--- src/rtl/riscv_pkg.sv ---
// Shared datapath types and constants for the single-cycle RISC core.
package riscv_pkg;

  localparam int REG_W    = 32;
  localparam int REG_AW   = 5;
  localparam int NUM_REGS = 32;

  typedef logic [4:0]  reg_addr_t;
  typedef logic [31:0] word_t;

  localparam reg_addr_t REG_ZERO = 5'd0;

endpackage

--- src/rtl/regfile_read_port.sv ---
// One combinational read port: NREGS:1 word select with R0 and write-bypass overrides.
module regfile_read_port
  import riscv_pkg::*;
#(
  parameter int DATA_W   = REG_W,
  parameter int ADDR_W   = REG_AW,
  parameter bit ZERO_REG = 1'b1,
  parameter bit BYPASS   = 1'b0
) (
  input  logic [DATA_W-1:0] i_mem [2**ADDR_W],
  input  logic [ADDR_W-1:0] i_raddr,
  input  logic              i_we,
  input  logic [ADDR_W-1:0] i_waddr,
  input  logic [DATA_W-1:0] i_wdata,
  output logic [DATA_W-1:0] o_rdata
);

  logic w_isZero;
  logic w_bypassHit;

  assign w_isZero    = ZERO_REG && (i_raddr == ADDR_W'(REG_ZERO));
  assign w_bypassHit = BYPASS && i_we && (i_raddr == i_waddr);

  // R0 wins over bypass so a dropped write to R0 never shows up on a read.
  always_comb begin
    o_rdata = i_mem[i_raddr];
    if (w_isZero) begin
      o_rdata = '0;
    end else if (w_bypassHit) begin
      o_rdata = i_wdata;
    end
  end

endmodule

--- src/rtl/reg_file_2r1w.sv ---
// 2-read / 1-write general-purpose register file with optional hardwired-zero R0.
module reg_file_2r1w
  import riscv_pkg::*;
#(
  parameter int DATA_W   = REG_W,
  parameter int ADDR_W   = REG_AW,
  parameter bit ZERO_REG = 1'b1,
  parameter bit BYPASS   = 1'b0
) (
  input  logic              clk,
  input  logic              rst_n,
  input  logic              we,
  input  logic [ADDR_W-1:0] waddr,
  input  logic [DATA_W-1:0] wdata,
  input  logic [ADDR_W-1:0] raddr1,
  output logic [DATA_W-1:0] rdata1,
  input  logic [ADDR_W-1:0] raddr2,
  output logic [DATA_W-1:0] rdata2
);

  localparam int NREGS = 2**ADDR_W;

  logic [DATA_W-1:0] r_mem [NREGS];
  logic [NREGS-1:0]  w_wrEn;
  logic              w_bypassWe;

  always_comb begin
    w_wrEn = '0;
    if (we) begin
      w_wrEn[waddr] = 1'b1;
    end
    if (ZERO_REG) begin
      w_wrEn[0] = 1'b0;
    end
  end

  always_ff @(posedge clk or negedge rst_n) begin
    if (!rst_n) begin
      for (int i = 0; i < NREGS; i++) begin
        r_mem[i] <= '0;
      end
    end else begin
      for (int i = 0; i < NREGS; i++) begin
        if (w_wrEn[i]) begin
          r_mem[i] <= wdata;
        end
      end
    end
  end

  // Reset must force zero reads even when a bypassed write is pending.
  assign w_bypassWe = we && rst_n;

  regfile_read_port #(
    .DATA_W  (DATA_W),
    .ADDR_W  (ADDR_W),
    .ZERO_REG(ZERO_REG),
    .BYPASS  (BYPASS)
  ) u_readPort1 (
    .i_mem  (r_mem),
    .i_raddr(raddr1),
    .i_we   (w_bypassWe),
    .i_waddr(waddr),
    .i_wdata(wdata),
    .o_rdata(rdata1)
  );

  regfile_read_port #(
    .DATA_W  (DATA_W),
    .ADDR_W  (ADDR_W),
    .ZERO_REG(ZERO_REG),
    .BYPASS  (BYPASS)
  ) u_readPort2 (
    .i_mem  (r_mem),
    .i_raddr(raddr2),
    .i_we   (w_bypassWe),
    .i_waddr(waddr),
    .i_wdata(wdata),
    .o_rdata(rdata2)
  );

endmodule

--- config.mk ---
export PLATFORM = sky130hd
export DESIGN_NAME = reg_file_2r1w
export DESIGN_NICKNAME = d
export VERILOG_FILES = /design/src/rtl/riscv_pkg.sv /design/src/rtl/regfile_read_port.sv /design/src/rtl/reg_file_2r1w.sv
export SDC_FILE = /design/constraint.sdc
export NUM_CORES = 2
export LEC_CHECK = 0
export BUFFER_PORTS_ARGS = -buffer_cell sky130_fd_sc_hd__buf_2
export CORE_MARGIN = 2
export CORE_UTILIZATION = 45
export CTS_BUF_LIST = sky130_fd_sc_hd__clkbuf_4 sky130_fd_sc_hd__clkbuf_8 sky130_fd_sc_hd__clkbuf_16
export DETAILED_ROUTE_END_ITERATION = 8
export PLACE_DENSITY = 0.57
export SYNTH_ARGS = -nofsm -noshare
export SYNTH_HDL_FRONTEND = slang
export SYNTH_SLANG_ARGS = --single-unit
--- constraint.sdc ---
create_clock -name clk -period 3 [get_ports clk]
set_clock_uncertainty 0.1 [all_clocks]
set_input_delay 0.6 -clock clk [delete_from_list [all_inputs] [get_ports clk]]
set_output_delay 0.6 -clock clk [all_outputs]
set_load 0.01 [all_outputs]
==> flow_results.xml <==
<?xml version="1.0" encoding="UTF-8"?>
<metrics>
  <group name="status">
    <metric name="result_of_the_run" unit="">finished with violations</metric>
    <metric name="failed_checks" unit="">negative setup slack</metric>
  </group>
  <group name="clocking">
    <metric name="clock_tree_from_tritoncts" unit="">built</metric>
    <metric name="clock_tree.root_cell" unit="">clkbuf_16</metric>
    <metric name="cts_inserted_buffers" unit="">109</metric>
    <metric name="cts.sinks" unit="">992</metric>
    <metric name="max_clock_buf_depth" unit="">3</metric>
    <metric name="clock_insertion_delay_worst_skew" unit="ns">0.73</metric>
    <metric name="path_clk_slew" unit="ns">0.06</metric>
    <metric name="htreeDepth" unit="">3</metric>
  </group>
  <group name="placed_design">
    <metric name="io_buffers" unit="">113</metric>
    <metric name="place_ws" unit="ns">-0.5811</metric>
    <metric name="dp.final_hpwl" unit="um">117900</metric>
    <metric name="place.detailed.instances" unit="">5717</metric>
    <metric name="routability_congestion_estimate_from_global_placement" unit="">0.8598</metric>
  </group>
  <group name="die">
    <metric name="die_span_x" unit="um">348.6</metric>
    <metric name="dieHeight" unit="um">348.6</metric>
    <metric name="core" unit="um^2">117900</metric>
    <metric name="std_cell_rows" unit="">126</metric>
    <metric name="die_outline_area" unit="um^2">121500</metric>
    <metric name="initial_core_util" unit="%">45.32</metric>
    <metric name="design.portCount" unit="">114</metric>
  </group>
  <group name="sta">
    <metric name="max_transition_margin" unit="%">36.49</metric>
    <metric name="period_needed" unit="ns">3.325</metric>
    <metric name="report.final.slew_viol_count" unit="">0</metric>
    <metric name="fmaxAchievable" unit="MHz">300.7</metric>
    <metric name="setup_ws" unit="ns">-0.3254</metric>
    <metric name="tightestPinTransition" unit="ns">0.9526</metric>
    <metric name="fin_setup_tns" unit="ns">-7.797</metric>
    <metric name="timing.final.setup_violations" unit="">63</metric>
    <metric name="hold_violations" unit="">0</metric>
    <metric name="final.period_utilization" unit="%">110.8</metric>
    <metric name="rsz0062_at_grt" unit="">true</metric>
  </group>
  <group name="setup_path">
    <metric name="critical_path.startpoint_type" unit="">flip-flop</metric>
    <metric name="worst_ep_required_time" unit="ns">2.30</metric>
    <metric name="end_kind" unit="">output port</metric>
    <metric name="timing_worst_setup_path_type" unit="">flip-flop to output port</metric>
    <metric name="critical_path_fanouts_max" unit="">3</metric>
    <metric name="arrival" unit="ns">2.63</metric>
  </group>
  <group name="logic_synthesis">
    <metric name="yosys-mux-area-fraction" unit="%">41.05</metric>
    <metric name="synthXorXnorAreaFrac" unit="%">0</metric>
    <metric name="syn-instance-count" unit="">4045</metric>
    <metric name="synthesized_net_count" unit="">4095</metric>
    <metric name="synthDistinctLibCells" unit="">34</metric>
    <metric name="ys_ff_latch" unit="">992</metric>
    <metric name="yosys_warns" unit="">0</metric>
    <metric name="yosys.area_share.adder" unit="%">0</metric>
    <metric name="synth_top_family_by_area" unit="">multiplexers</metric>
    <metric name="synth.most_common_cell" unit="">dfrtp_1</metric>
    <metric name="mappedNetlistArea" unit="um^2">53440</metric>
    <metric name="synthFlopType" unit="">dfrtp_1</metric>
    <metric name="syn-mean-instance-area" unit="um^2">13.21</metric>
    <metric name="synth_edf_count" unit="">0</metric>
    <metric name="synth_commonest_cells" unit="">dfrtp_1, mux2_2, mux2i_1, mux2_1, o22ai_1</metric>
    <metric name="synthArstFlopShare" unit="%">100.0</metric>
    <metric name="synth_top_cells_by_area" unit="">dfrtp_1, mux2_2, mux2i_1</metric>
    <metric name="synth_top_cell_by_area" unit="">dfrtp_1</metric>
    <metric name="synth-compound-area-share" unit="%">5.989</metric>
    <metric name="synthSimpleGateAreaFrac" unit="%">2.775</metric>
    <metric name="seq_area_frac_synth" unit="%">46.45</metric>
    <metric name="yosysTopAreaCellShare" unit="%">46.45</metric>
  </group>
  <group name="route">
    <metric name="drt_drc_violations_left" unit="">0</metric>
    <metric name="detail_route.first_pass.iterations" unit="">5</metric>
    <metric name="drt.antenna.violating_nets" unit="">0</metric>
    <metric name="drt-total-wl" unit="um">184900</metric>
    <metric name="detailroute.via_count" unit="">38192</metric>
    <metric name="post_drt_via_cell_ratio" unit="">6.376</metric>
    <metric name="post_drt_wl_per_cell" unit="um">30.87</metric>
    <metric name="first_iter_violations" unit="">2965</metric>
  </group>
  <group name="power">
    <metric name="power_switching_share" unit="%">28.76</metric>
    <metric name="cell_internal_pwr" unit="mW">29.51</metric>
    <metric name="p_switching" unit="mW">11.91</metric>
    <metric name="clock_power_share" unit="%">33.6</metric>
    <metric name="power.share.combinational" unit="%">23.0</metric>
    <metric name="static-leakage-power" unit="nW">29.98</metric>
    <metric name="power.ir.vdd_worst" unit="uV">557.4</metric>
    <metric name="powerDensity" unit="nW/um^2">628.3</metric>
    <metric name="seq_power_share" unit="%">43.4</metric>
  </group>
  <group name="finish">
    <metric name="largest_register_ff_count" unit="">992</metric>
    <metric name="registers.top_by_ff_count" unit="">r_mem</metric>
    <metric name="fin_nets" unit="">4412</metric>
    <metric name="final_core_utilization" unit="%">55.91</metric>
    <metric name="areaGrowthSynthToFinish" unit="%">23.37</metric>
    <metric name="final_cells" unit="">5990</metric>
    <metric name="registers_with_the_most_flip_flops" unit="">r_mem (992)</metric>
    <metric name="layout_cells_sized_above_1" unit="%">45.11</metric>
    <metric name="fillers" unit="">9716</metric>
  </group>
  <group name="grt">
    <metric name="antenna_found_initial" unit="">18</metric>
    <metric name="vias_in_the_first_global_route" unit="">38973</metric>
    <metric name="grt_pass1_wl" unit="um">272000</metric>
    <metric name="globalRoute.totalOverflow" unit="">0</metric>
    <metric name="maximum_number_of_pins_on_one_net_before_global_route_repair" unit="">95</metric>
    <metric name="track_usage" unit="%">30.36</metric>
  </group>
  <group name="min_path">
    <metric name="worstHoldPathType" unit="">input port to async pin</metric>
  </group>
  <group name="run">
    <metric name="maxcap_violations" unit="">0</metric>
  </group>
</metrics>
==> layout make-up <==
type | instances | area, um^2 | share of cell area (%)
Multi-Input combinational cell | 2626 | 28840 | 43.74
Sequential cell | 992 | 24820 | 37.65
Antenna cell | 7 | 17.52 | 0.02657
Clock inverter | 34 | 356.6 | 0.5409
Clock buffer | 162 | 3334 | 5.058
Inverter | 2 | 11.26 | 0.01708
Timing Repair Buffer | 631 | 6626 | 10.05
Tap cell | 1536 | 1922 | 2.915
==> cells in the final DEF, fill, tap and decap left out, types with 10 or more instances in the layout <==
master     instances
nor3_4            26
nand2_2           22
clkbuf_8          26
mux2_2           747
o22ai_1          255
buf_6             53
a32oi_4           17
dfrtp_1          992
nor3_1           107
buf_12           126
clkbuf_16        112
nor2_4            16
buf_2             86
nor3_2            46
nand2_1           32
mux2i_1          610
clkinv_2          19
a21oi_1           30
clkbuf_4          25
a221o_1           63
mux2_4            68
a221oi_1          19
a31oi_4           10
nand2_4           11
a211oi_4          12
mux4_2           142
buf_4            344
nand2b_4          14
mux2_1           305
a221oi_4          16
==> kinds of logic after synthesis <==
kind of cell	after synthesis
simple gates	303
flops	992
buf+inv	427
mux	1874
compound gates	449
==> critical path, stage by stage (launching register included) <==
cell and delay (ns):
dfrtp_1 0.39, mux4_2 0.47, mux2_4 0.30, a221oi_4 0.35
buf_6 0.16, nor3_4 0.04, buf_2 0.17
==> metal layers <==
| metal | GRT usage [%] | wire, um |
|---|---|---|
| met1 | 43.05 | 81930 |
| met2 | 47.42 | 85110 |
| met3 | 4.908 | 11310 |
| met4 | 10.27 | 6504 |
| met5 | 0 | 52 |
==> what timing repair did <==
action	CTS	global route
pin swaps	118	72
cloned	8	0
gates resized for setup	355	83
setup endpoints to repair	64	64
endpoints found under the hold margin	20	0
setup buffers	62	29
hold buffers	1	0
==> power by group through the flow <==
| stage | Combinational [mW] | Clock (mW) | Sequential (mW) |
|---|---|---|---|
| final | 9.52 | 13.9 | 18.0 |
| after global routing | 10.2 | 14.7 | 18.3 |
| after CTS | 9.31 | 14.1 | 17.9 |
| after detailed placement | 8.37 | 0 | 18.1 |
| after global placement | 8.21 | 0 | 18.0 |
| after floorplan | 5.87 | 0 | 17.5 |
==> final timing paths <==
| check | from | to | slack, ns | cells after the start |
|---|---|---|---|---|
| min in group clk | wdata[27] | r_mem[411] | 0.40 | 2 |
| setup / recovery | r_mem[588] | rdata1[12] | -0.33 | 6 |
| max in group asynchronous | rst_n | r_mem[706] | 1.56 | 4 |
| hold / removal | rst_n | r_mem[206] | 0.29 | 2 |
| hold reg to reg | r_mem[571] | r_mem[571] | 0.41 | 1 |
| setup reg to reg | r_mem[528] | r_mem[528] | 1.85 | 3 |
==> stage by stage <==
stage	power, mW	hold slack [ns]	cell area, um^2
4_1_cts	41.34	0.2528	65320
2_1_floorplan	23.37	0.2044	53440
3_5_place_dp	26.49	0.3918	59070
5_1_grt	43.21	0.2811	65920
3_3_place_gp	26.23	0.3804	59070
6_report	41.42	0.2866	65930
No activity file was read; power rests on OpenSTA's default activity.
